`src/rtl/bp_recovery_ctrl_if.sv`:
```
// Bundles the decode-stage push, memory-stage resolve and recovery/update outputs
// exchanged between the pipeline and the branch recovery controller.
interface bp_recovery_ctrl_if #(
  parameter int CNT_W = 16
);
  logic             branchD;
  logic             pred_takeD;
  logic [31:0]      pred_targetD;
  logic [31:0]      pcD;
  logic             stallD;
  logic             flushD;
  logic             branchM;
  logic             actual_takeM;
  logic [31:0]      actual_targetM;
  logic             q_full;
  logic             flush_o;
  logic             redirect_valid;
  logic [31:0]      redirect_pc;
  logic             upd_valid;
  logic [31:0]      upd_pc;
  logic             upd_take;
  logic [CNT_W-1:0] branch_cnt;
  logic [CNT_W-1:0] mispred_cnt;
  logic             q_err;

  modport master (
    output branchD, pred_takeD, pred_targetD, pcD, stallD, flushD,
           branchM, actual_takeM, actual_targetM,
    input  q_full, flush_o, redirect_valid, redirect_pc, upd_valid,
           upd_pc, upd_take, branch_cnt, mispred_cnt, q_err
  );

  modport slave (
    input  branchD, pred_takeD, pred_targetD, pcD, stallD, flushD,
           branchM, actual_takeM, actual_targetM,
    output q_full, flush_o, redirect_valid, redirect_pc, upd_valid,
           upd_pc, upd_take, branch_cnt, mispred_cnt, q_err
  );
endinterface

```
`src/rtl/bp_recovery_ctrl.sv`:
```
// Tracks predicted branches from D to M in a circular queue, detects mispredicts,
// drives a one-cycle flush/redirect, and emits predictor updates and statistics.
module bp_recovery_ctrl #(
  parameter int QDEPTH = 4,
  parameter int CNT_W  = 16
) (
  input  logic              clk,
  input  logic              rst,
  bp_recovery_ctrl_if.slave bus
);
  localparam int PW = $clog2(QDEPTH);

  typedef enum logic {RUN, FLUSH} state_t;

  state_t           state_q, state_d;
  logic [PW-1:0]    rd_ptr_q, wr_ptr_q;
  logic [PW:0]      count_q;
  logic [31:0]      redirect_pc_q;
  logic             upd_valid_q, upd_take_q, q_err_q;
  logic [31:0]      upd_pc_q;
  logic [CNT_W-1:0] branch_cnt_q, mispred_cnt_q;

  logic [31:0]      pc_mem   [QDEPTH];
  logic             take_mem [QDEPTH];
  logic [31:0]      tgt_mem  [QDEPTH];

  logic        run, push, pop, empty, full, push_ok, pop_ok, mispred;
  logic [31:0] head_pc, head_tgt;
  logic        head_take;

  assign run     = (state_q == RUN);
  assign push    = bus.branchD & ~bus.stallD & ~bus.flushD & run;
  assign pop     = bus.branchM & run;
  assign empty   = (count_q == '0);
  assign full    = (count_q == (PW+1)'(QDEPTH));
  assign pop_ok  = pop & ~empty;
  // A full queue still has room when the head leaves in the same cycle.
  assign push_ok = push & (~full | pop);

  // An empty-queue pop is checked against a not-taken entry at PC 0.
  assign head_pc   = empty ? 32'd0 : pc_mem[rd_ptr_q];
  assign head_take = empty ? 1'b0  : take_mem[rd_ptr_q];
  assign head_tgt  = empty ? 32'd0 : tgt_mem[rd_ptr_q];

  assign mispred = (head_take != bus.actual_takeM) |
                   (head_take & bus.actual_takeM & (head_tgt != bus.actual_targetM));

  always_comb begin
    state_d = state_q;
    case (state_q)
      RUN:     if (pop && mispred) state_d = FLUSH;
      FLUSH:   state_d = RUN;
      default: state_d = RUN;
    endcase
  end

  always_ff @(posedge clk) begin
    if (push_ok) begin
      pc_mem[wr_ptr_q]   <= bus.pcD;
      take_mem[wr_ptr_q] <= bus.pred_takeD;
      tgt_mem[wr_ptr_q]  <= bus.pred_targetD;
    end
  end

  always_ff @(posedge clk) begin
    if (rst) begin
      state_q       <= RUN;
      rd_ptr_q      <= '0;
      wr_ptr_q      <= '0;
      count_q       <= '0;
      redirect_pc_q <= '0;
      upd_valid_q   <= 1'b0;
      upd_pc_q      <= '0;
      upd_take_q    <= 1'b0;
      branch_cnt_q  <= '0;
      mispred_cnt_q <= '0;
      q_err_q       <= 1'b0;
    end else begin
      state_q     <= state_d;
      upd_valid_q <= pop;
      if ((pop && empty) || (push && full && !pop)) q_err_q <= 1'b1;

      if (pop && mispred) begin
        // Everything behind the mispredicted branch is wrong-path.
        rd_ptr_q      <= '0;
        wr_ptr_q      <= '0;
        count_q       <= '0;
        redirect_pc_q <= bus.actual_takeM ? bus.actual_targetM : head_pc + 32'd4;
      end else begin
        if (push_ok) wr_ptr_q <= wr_ptr_q + 1'b1;
        if (pop_ok)  rd_ptr_q <= rd_ptr_q + 1'b1;
        if (push_ok && !pop_ok)      count_q <= count_q + 1'b1;
        else if (pop_ok && !push_ok) count_q <= count_q - 1'b1;
      end

      if (pop) begin
        upd_pc_q   <= head_pc;
        upd_take_q <= bus.actual_takeM;
        if (!(&branch_cnt_q)) branch_cnt_q <= branch_cnt_q + 1'b1;
        if (mispred && !(&mispred_cnt_q)) mispred_cnt_q <= mispred_cnt_q + 1'b1;
      end
    end
  end

  assign bus.q_full         = full & ~pop;
  assign bus.flush_o        = (state_q == FLUSH);
  assign bus.redirect_valid = (state_q == FLUSH);
  assign bus.redirect_pc    = redirect_pc_q;
  assign bus.upd_valid      = upd_valid_q;
  assign bus.upd_pc         = upd_pc_q;
  assign bus.upd_take       = upd_take_q;
  assign bus.branch_cnt     = branch_cnt_q;
  assign bus.mispred_cnt    = mispred_cnt_q;
  assign bus.q_err          = q_err_q;
endmodule

```
`src/flat_wrapper.sv`:
```
// flat-port wrapper written by rule: the top's interface ports become plain ports
module bp_recovery_ctrl_flat 
#(
  parameter int QDEPTH = 4,
  parameter int CNT_W  = 16
)
  (clk, rst, bus_branchD, bus_pred_takeD, bus_pred_targetD, bus_pcD, bus_stallD, bus_flushD, bus_branchM, bus_actual_takeM, bus_actual_targetM, bus_q_full, bus_flush_o, bus_redirect_valid, bus_redirect_pc, bus_upd_valid, bus_upd_pc, bus_upd_take, bus_branch_cnt, bus_mispred_cnt, bus_q_err);
  bp_recovery_ctrl_if #(.CNT_W(CNT_W)) bus_i ();
  input  logic clk;
  input  logic rst;
  input wire logic [$bits(bus_i.branchD)-1:0] bus_branchD;
  input wire logic [$bits(bus_i.pred_takeD)-1:0] bus_pred_takeD;
  input wire logic [$bits(bus_i.pred_targetD)-1:0] bus_pred_targetD;
  input wire logic [$bits(bus_i.pcD)-1:0] bus_pcD;
  input wire logic [$bits(bus_i.stallD)-1:0] bus_stallD;
  input wire logic [$bits(bus_i.flushD)-1:0] bus_flushD;
  input wire logic [$bits(bus_i.branchM)-1:0] bus_branchM;
  input wire logic [$bits(bus_i.actual_takeM)-1:0] bus_actual_takeM;
  input wire logic [$bits(bus_i.actual_targetM)-1:0] bus_actual_targetM;
  output wire logic [$bits(bus_i.q_full)-1:0] bus_q_full;
  output wire logic [$bits(bus_i.flush_o)-1:0] bus_flush_o;
  output wire logic [$bits(bus_i.redirect_valid)-1:0] bus_redirect_valid;
  output wire logic [$bits(bus_i.redirect_pc)-1:0] bus_redirect_pc;
  output wire logic [$bits(bus_i.upd_valid)-1:0] bus_upd_valid;
  output wire logic [$bits(bus_i.upd_pc)-1:0] bus_upd_pc;
  output wire logic [$bits(bus_i.upd_take)-1:0] bus_upd_take;
  output wire logic [$bits(bus_i.branch_cnt)-1:0] bus_branch_cnt;
  output wire logic [$bits(bus_i.mispred_cnt)-1:0] bus_mispred_cnt;
  output wire logic [$bits(bus_i.q_err)-1:0] bus_q_err;
  assign bus_i.branchD = bus_branchD;
  assign bus_i.pred_takeD = bus_pred_takeD;
  assign bus_i.pred_targetD = bus_pred_targetD;
  assign bus_i.pcD = bus_pcD;
  assign bus_i.stallD = bus_stallD;
  assign bus_i.flushD = bus_flushD;
  assign bus_i.branchM = bus_branchM;
  assign bus_i.actual_takeM = bus_actual_takeM;
  assign bus_i.actual_targetM = bus_actual_targetM;
  assign bus_q_full = bus_i.q_full;
  assign bus_flush_o = bus_i.flush_o;
  assign bus_redirect_valid = bus_i.redirect_valid;
  assign bus_redirect_pc = bus_i.redirect_pc;
  assign bus_upd_valid = bus_i.upd_valid;
  assign bus_upd_pc = bus_i.upd_pc;
  assign bus_upd_take = bus_i.upd_take;
  assign bus_branch_cnt = bus_i.branch_cnt;
  assign bus_mispred_cnt = bus_i.mispred_cnt;
  assign bus_q_err = bus_i.q_err;
  bp_recovery_ctrl #(.QDEPTH(QDEPTH), .CNT_W(CNT_W)) u_core (.clk(clk), .rst(rst), .bus(bus_i));
endmodule
```
`config.mk`:
```
export PLATFORM = sky130hd
export DESIGN_NAME = bp_recovery_ctrl_flat
export DESIGN_NICKNAME = d
export VERILOG_FILES = /design/src/rtl/bp_recovery_ctrl_if.sv /design/src/rtl/bp_recovery_ctrl.sv /design/src/flat_wrapper.sv
export SDC_FILE = /design/constraint.sdc
export NUM_CORES = 1
export LEC_CHECK = 0
export ABC_CLOCK_PERIOD_IN_PS = 5000
export BUFFER_PORTS_ARGS = -buffer_cell sky130_fd_sc_hd__buf_2
export CORE_MARGIN = 5
export CORE_UTILIZATION = 25
export DETAILED_ROUTE_END_ITERATION = 12
export PLACE_DENSITY = 0.45
export SETUP_SLACK_MARGIN = 0.5
export SLEW_MARGIN = 20
export SYNTH_ARGS = -nofsm -noshare
export SYNTH_HDL_FRONTEND = slang
export SYNTH_SLANG_ARGS = --single-unit
export TNS_END_PERCENT = 30
```
`constraint.sdc`:
```
create_clock -name clk -period 5 [get_ports clk]
set_input_delay 0.25 -clock clk [delete_from_list [all_inputs] [get_ports clk]]
set_output_delay 0.25 -clock clk [all_outputs]
set_load 0.01 [all_outputs]
```
==> results of run 1 <==
-- worst paths after layout --
kind	cells past startpoint	start	slack, ps	endpoint
worst max-delay path	10	register	1100	u_core.bus.mispred_cnt[2]
worst min register to register	2	u_core.bus.upd_pc[18]	460	u_core.bus.upd_pc[18]
worst min-delay path	3	bus_actual_targetM[28]	90	u_core.bus.redirect_pc[28]
worst max register to register	10	register	1100	u_core.bus.mispred_cnt[2]
-- through the flow --
| step | std cells | hold slack (ps) | utilization [%] | total power, uW |
|---|---|---|---|---|
| 6_report | 2271 | 91.4 | 31.4 | 8620 |
| 3_5_place_dp | 2123 | 449 | 28.1 | 5590 |
| 2_1_floorplan | 1113 | 349 | - | 4910 |
| 5_1_grt | 2268 | 72.2 | 31.4 | 9050 |
| 4_1_cts | 2267 | 47.7 | 31.4 | 8770 |
| 3_3_place_gp | 2123 | 446 | 28.1 | 5560 |
-- where the power goes --
group	switching [uW]	internal, uW	total (uW)
clock	1280	1820	3100
combinational	1180	743	1930
sequential	159	3430	3590
total	2630	6000	8620
-- per-layer routing --
layer  global-route usage [%]  wire length (um)  vias up  share of wire (%)
met5                        0                46        -              0.096
met4                     3.58               946        8                2.0
met3                     3.15              2890       67                6.0
met2                     22.5             22300      263                 47
met1                     18.5             21500     5118                 45
li1                         -                 -     4822                  -
-- area by class of cell --
cell class	instances	area, um^2	area share [%]
sequential	369	10000	50.7
timing repair buffer	291	1850	9.38
multi-input combinational	668	5340	27.1
clock inverter	23	204	1.03
antenna	4	10.0	0.0508
clock buffer	56	1210	6.12
inverter	14	52.6	0.266
tap	846	1060	5.37
-- state kept, by name, summed over array words and instances, names as in the netlist, named ones only --
register	flops
u_core.pc_mem	128
u_core.tgt_mem	128
u_core.bus.redirect_pc	32
u_core.bus.upd_pc	32
u_core.bus.branch_cnt	16
u_core.bus.mispred_cnt	16
u_core.take_mem	4
u_core.count_q	3
u_core.rd_ptr_q	2
u_core.wr_ptr_q	2
u_core.bus.flush_o	1
u_core.bus.q_err	1
u_core.bus.upd_take	1
u_core.bus.upd_valid	1
-- synth_stat cells (12+ instances only) --
| master | number |
|---|---|
| nand4_1 | 31 |
| clkbuf_1 | 28 |
| nor2_1 | 127 |
| dfxtp_1 | 109 |
| a211oi_2 | 12 |
| a22oi_1 | 19 |
| mux2i_1 | 21 |
| o21ai_0 | 21 |
| nand2_1 | 67 |
| nand3b_1 | 15 |
| inv_1 | 14 |
| xor2_1 | 22 |
| edfxtp_1 | 260 |
| nand3_1 | 25 |
| a21oi_1 | 44 |
| xnor2_1 | 38 |
| nor3b_1 | 14 |
| and2_1 | 15 |
| mux4_2 | 53 |
-- kinds of logic after synthesis --
group                    after synthesis  synth area share [%]
buffers and inverters                 76                  2.87
flip-flops                           369                  63.4
AO/OA/AOI/OAI                        136                  6.05
adder cells (fa/ha/maj)               10                 0.842
multiplexers                          90                  11.0
XOR/XNOR                              60                  3.34
AND/OR/NAND/NOR                      372                  12.5
-- cells in the final DEF, fill, tap and decap left out, types with 10 or more instances in the layout --
cell type,n
clkbuf_16,45
and3_1,11
mux2i_1,21
dfxtp_1,107
inv_1,14
mux4_2,53
o311ai_1,10
nor3b_1,14
nand3_1,25
nand2_1,67
buf_4,21
nor2_1,126
o21ai_0,21
edfxtp_1,260
nand3b_1,15
clkinv_2,10
dlygate4sd3_1,65
a211oi_2,12
a22oi_1,19
mux4_1,10
and2_1,11
nand4_1,31
a21oi_1,44
xnor2_1,38
buf_2,204
xor2_1,22
-- worst max-delay path, delay by kind of cell (launching register included) --
| family | cells | cell delay (ps) |
|---|---|---|
| flip-flops | 1 | 720 |
| AND/OR/NAND/NOR | 4 | 550 |
| buffers and inverters | 1 | 290 |
| multiplexers | 2 | 920 |
| AO/OA/AOI/OAI | 3 | 1250 |
==> out/qor.yml, run 1 <==
clk_pin_slew_ps: 60
overflow: 0
numCtsBuffers: 43
syn_area_um2: 15800
final-setup-viol-count: 0
grt_pass1_vias: 10500
setup.worst_path.start_class: "register"
worstPathArrival_ps: 4350
max_slew.worst_pin.slew_ps: 1080
die_h_um: 261
pre_cts_slack_ps: 1010
yosysWarnings: 0
cts_tree: "built"
synth-seq-cells: 369
p_leak_uw: 0.00679
timing.final.crit_share_pct: 78.1
ir_drop_mv: 0.208
fin_ws_ps: 1100
detail-route-antenna-nets: 0
fill_cells: 6258
grt_max_degree: 72
start_util_pct: 25.1
cp_max_fo: 61
via_per_inst: 4.53
dr.pass1.iters: 4
antenna_found_initial: 8
ys_seq_area_share_pct: 63.4
drt-initial-drc-count: 681
synth_ff_type: "edfxtp_1"
crit_chain: "buf_12 -> mux4_2 -> nor2_1 -> nor2_1 -> o311ai_1 -> nand4b_1 -> o31a_1 -> o21a_4 -> nand3_1 -> mux2_2"
min_path_type: "input port to register"
dp_hpwl_um: 33300
synth_edf_count: 260
critPathKind: "register to register"
synth_fp_nets: 1227
cts_root_buf: "clkbuf_16"
run_status: "completed"
layout-drive-gt1-share_pct: 28.2
wl_um: 47700
yosys-top-cells-area: "edfxtp_1 50%, dfxtp_1 14%, mux4_2 7.6%"
die-area_um2: 68100
finalHoldViolations: 0
clock_latency_ps: 570
hold_buffers: 65
design.portCount: 206
routedWlPerCell_um: 21.0
drc: 0
cap_violations: 0
p_per_area_nw_per_um2: 437
crit_slowest_cell: "dfxtp_4"
maxSlewHeadroom_pct: 26.9
crit_top_cell: "nor2_1"
netlist-cell-type-count: 70
cts_resized: 0
htreeDepth: 2
cp-end-kind: "register"
postCtsSetupBuffers: 0
period_minus_slack_ps: 3900
skew_ps: 17.1
synth-async-reset-ratio_pct: 0
required_ps: 5450
design_area_um2: 19700
cts.sinks: 369
slew_viol_final: 0
placementRows: 92
io_buffers: 205
rsz0062_at_grt: "no"
timing.fmax_ghz: 0.256
syn_inst: 1113
tns_ps: 0
syn_avg_cell_area_um2: 14.2
yosys.area.top_type: "edfxtp_1"
core_um2: 62700
placed_area_um2: 17700
nNetsFinal: 1501
globalplace.congestion: 0.767
dieWidth_um: 261
num_vias: 10300
area_growth_pct: 25.2
clockBufferDepth: 3
cpPeakStageDelay_ps: 720
yosysTopAreaCellShare_pct: 49.6
grt_pass1_wl_um: 69500
grt_usage_pct: 13.7
Note: power is estimated with default switching activity, not from simulation.
==> inputs of run 2 (changes only) <==
ABC_CLOCK_PERIOD_IN_PS = 3860   (was 5000)
clock period = 3.86 ns   (was 5 ns; I/O delays follow)
==> out/qor.yml, run 2 (synthesis results as in run 1) <==
wl_um: 48500
cpPeakStageDelay_ps: 550
globalplace.congestion: 0.775
largestRegisters: "u_core.pc_mem (128), u_core.tgt_mem (128)"
layout-drive-gt1-share_pct: 29.2
p_int_uw: 7790
via_per_inst: 4.53
switching_power_uw: 3370
layout_common_cells: "260 x edfxtp_1, 204 x buf_2, 126 x nor2_1, 107 x dfxtp_1, 67 x nand2_1"
p_per_area_nw_per_um2: 560
design.portCount: 206
sw_frac_of_total_pct: 30.2
pre_cts_slack_ps: 256
start_util_pct: 25.1
critPathKind: "register to register"
final-setup-viol-count: 0
finalHoldViolations: 0
antenna_found_initial: 11
r2r_slack_ps: 610
slew_viol_final: 0
grt_pass1_wl_um: 70200
rsz0062_at_grt: "yes"
grt_max_degree: 59
num_vias: 10400
die_h_um: 261
final_common_cell: "edfxtp_1"
cts_root_buf: "clkbuf_16"
dp_hpwl_um: 34800
p_seq_share_pct: 41.2
grt_pass1_vias: 10800
worstPathArrival_ps: 3690
finalPower_uw: 11200
crit_slowest_cell: "mux4_2"
dieWidth_um: 261
r2r_cells: 11
p_leak_uw: 0.00693
die-area_um2: 68100
overflow: 0
timing.final.crit_share_pct: 84.3
cp_top_family: "compound AO/OA/AOI/OAI gates"
required_ps: 4300
run_status: "completed"
clockBufferDepth: 3
dr.pass1.iters: 5
reg2reg_to: "u_core.bus.mispred_cnt[7]"
p_clk_share_pct: 34.5
cap_violations: 0
clk_pin_slew_ps: 60
cts_tree: "built"
detail-route-antenna-nets: 0
core_um2: 62700
io_buffers: 205
max_slew.worst_pin.slew_ps: 719
setup.worst_path.start_class: "register"
cp-end-kind: "register"
routedWlPerCell_um: 21.1
area_growth_pct: 26.7
min_path_type: "input port to register"
fin_ws_ps: 606
cp_max_fo: 10
maxSlewHeadroom_pct: 52.0
cp.depth: 11
grt_usage_pct: 13.8
timing.fmax_ghz: 0.307
drc: 0
endpoint: "u_core.bus.mispred_cnt[7]"
htreeDepth: 2
drt-initial-drc-count: 644
numCtsBuffers: 42
nNetsFinal: 1526
clock_latency_ps: 570
placementRows: 92
cts.sinks: 369
ir_drop_mv: 0.280
period_minus_slack_ps: 3250
skew_ps: 25.2
comb_power_share_pct: 24.2
tns_ps: 0
crit_buf_inv: 2
crit_chain: "buf_4 -> buf_4 -> mux4_2 -> nor2_1 -> nor2_1 -> o311ai_0 -> nand4_1 -> o31a_1 -> o21a_4 -> nand4_1 -> mux2_2"
[run 2: cell count changes in the layout (fill, tap and decap cells not counted), moves of 3 or more]
| cell | previous run | this run |
|---|---|---|
| diode_2 | 4 | 7 |
| clkinv_4 | 4 | 0 |
| clkbuf_8 | 4 | 8 |
| buf_4 | 21 | 38 |
| buf_12 | 1 | 8 |
| clkbuf_1 | 7 | 13 |
[run 2: worst min path at each step]
stage	from	cells after the start	to
4_1_cts	bus_actual_targetM[19]	3	u_core.bus.redirect_pc[19]
3_3_place_gp	bus_pcD[26]	1	u_core.pc_mem[0][26]
6_report	bus_actual_targetM[27]	3	u_core.bus.redirect_pc[27]
2_1_floorplan	bus_pcD[0]	0	u_core.pc_mem[0][0]
3_5_place_dp	bus_pcD[31]	1	u_core.pc_mem[1][31]
5_1_grt	bus_actual_targetM[3]	3	u_core.bus.redirect_pc[3]
[run 2: repair_timing]
action / in CTS / in global routing
hold endpoints to repair: 260 / 0
resized for setup: 0 / 8
pin swaps: 0 / 3
setup endpoints to repair: 52 / 44
hold buffers: 65 / 0
setup buffers: 4 / 5
cloned: 0 / 1
[run 2: routing by layer]
layer / vias up / global-route usage (%) / wire length [um]
met5: - / 0 / 54
met4: 8 / 3.47 / 926
met3: 63 / 3.49 / 3010
met2: 241 / 22.8 / 22700
met1: 5224 / 18.3 / 21800
li1: 4861 / - / -
[run 2: worst register-to-register path, delay by kind of cell, from the launching register on]
kind | cells | cell delay (ps)
multiplexers | 2 | 910
flip-flops | 1 | 360
buffers and inverters | 2 | 410
AND/OR/NAND/NOR | 4 | 440
AO/OA/AOI/OAI | 3 | 1030
[run 2: area by class of cell]
type,count,area (um^2)
Antenna cell,7,17.5
Clock buffer,64,1230
Clock inverter,12,86.3
Fill cell,6273,42800
Inverter,14,52.6
Multi-Input combinational cell,669,5380
Sequential cell,369,10000
Tap cell,846,1060
Timing Repair Buffer,316,2130
[run 2: power by group through the flow]
| stage | sequential (uW) | clock (uW) | combinational, uW |
|---|---|---|---|
| floorplan | 4700 | 0 | 1670 |
| global placement | 4740 | 0 | 2510 |
| detailed placement | 4730 | 0 | 2540 |
| CTS | 4610 | 3960 | 2700 |
| global route | 4620 | 4130 | 2950 |
| finish | 4610 | 3850 | 2710 |
[run 2: metrics by stage]
step           utilization (%)  area, um^2  instances  hold WS, ps
2_1_floorplan                -       15800       1113          292
3_3_place_gp              28.4       17800       2139          409
3_5_place_dp              28.4       17800       2139          408
4_1_cts                   31.7       19900       2284         30.2
5_1_grt                   31.8       19900       2293         80.9
6_report                  31.8       20000       2297         63.9
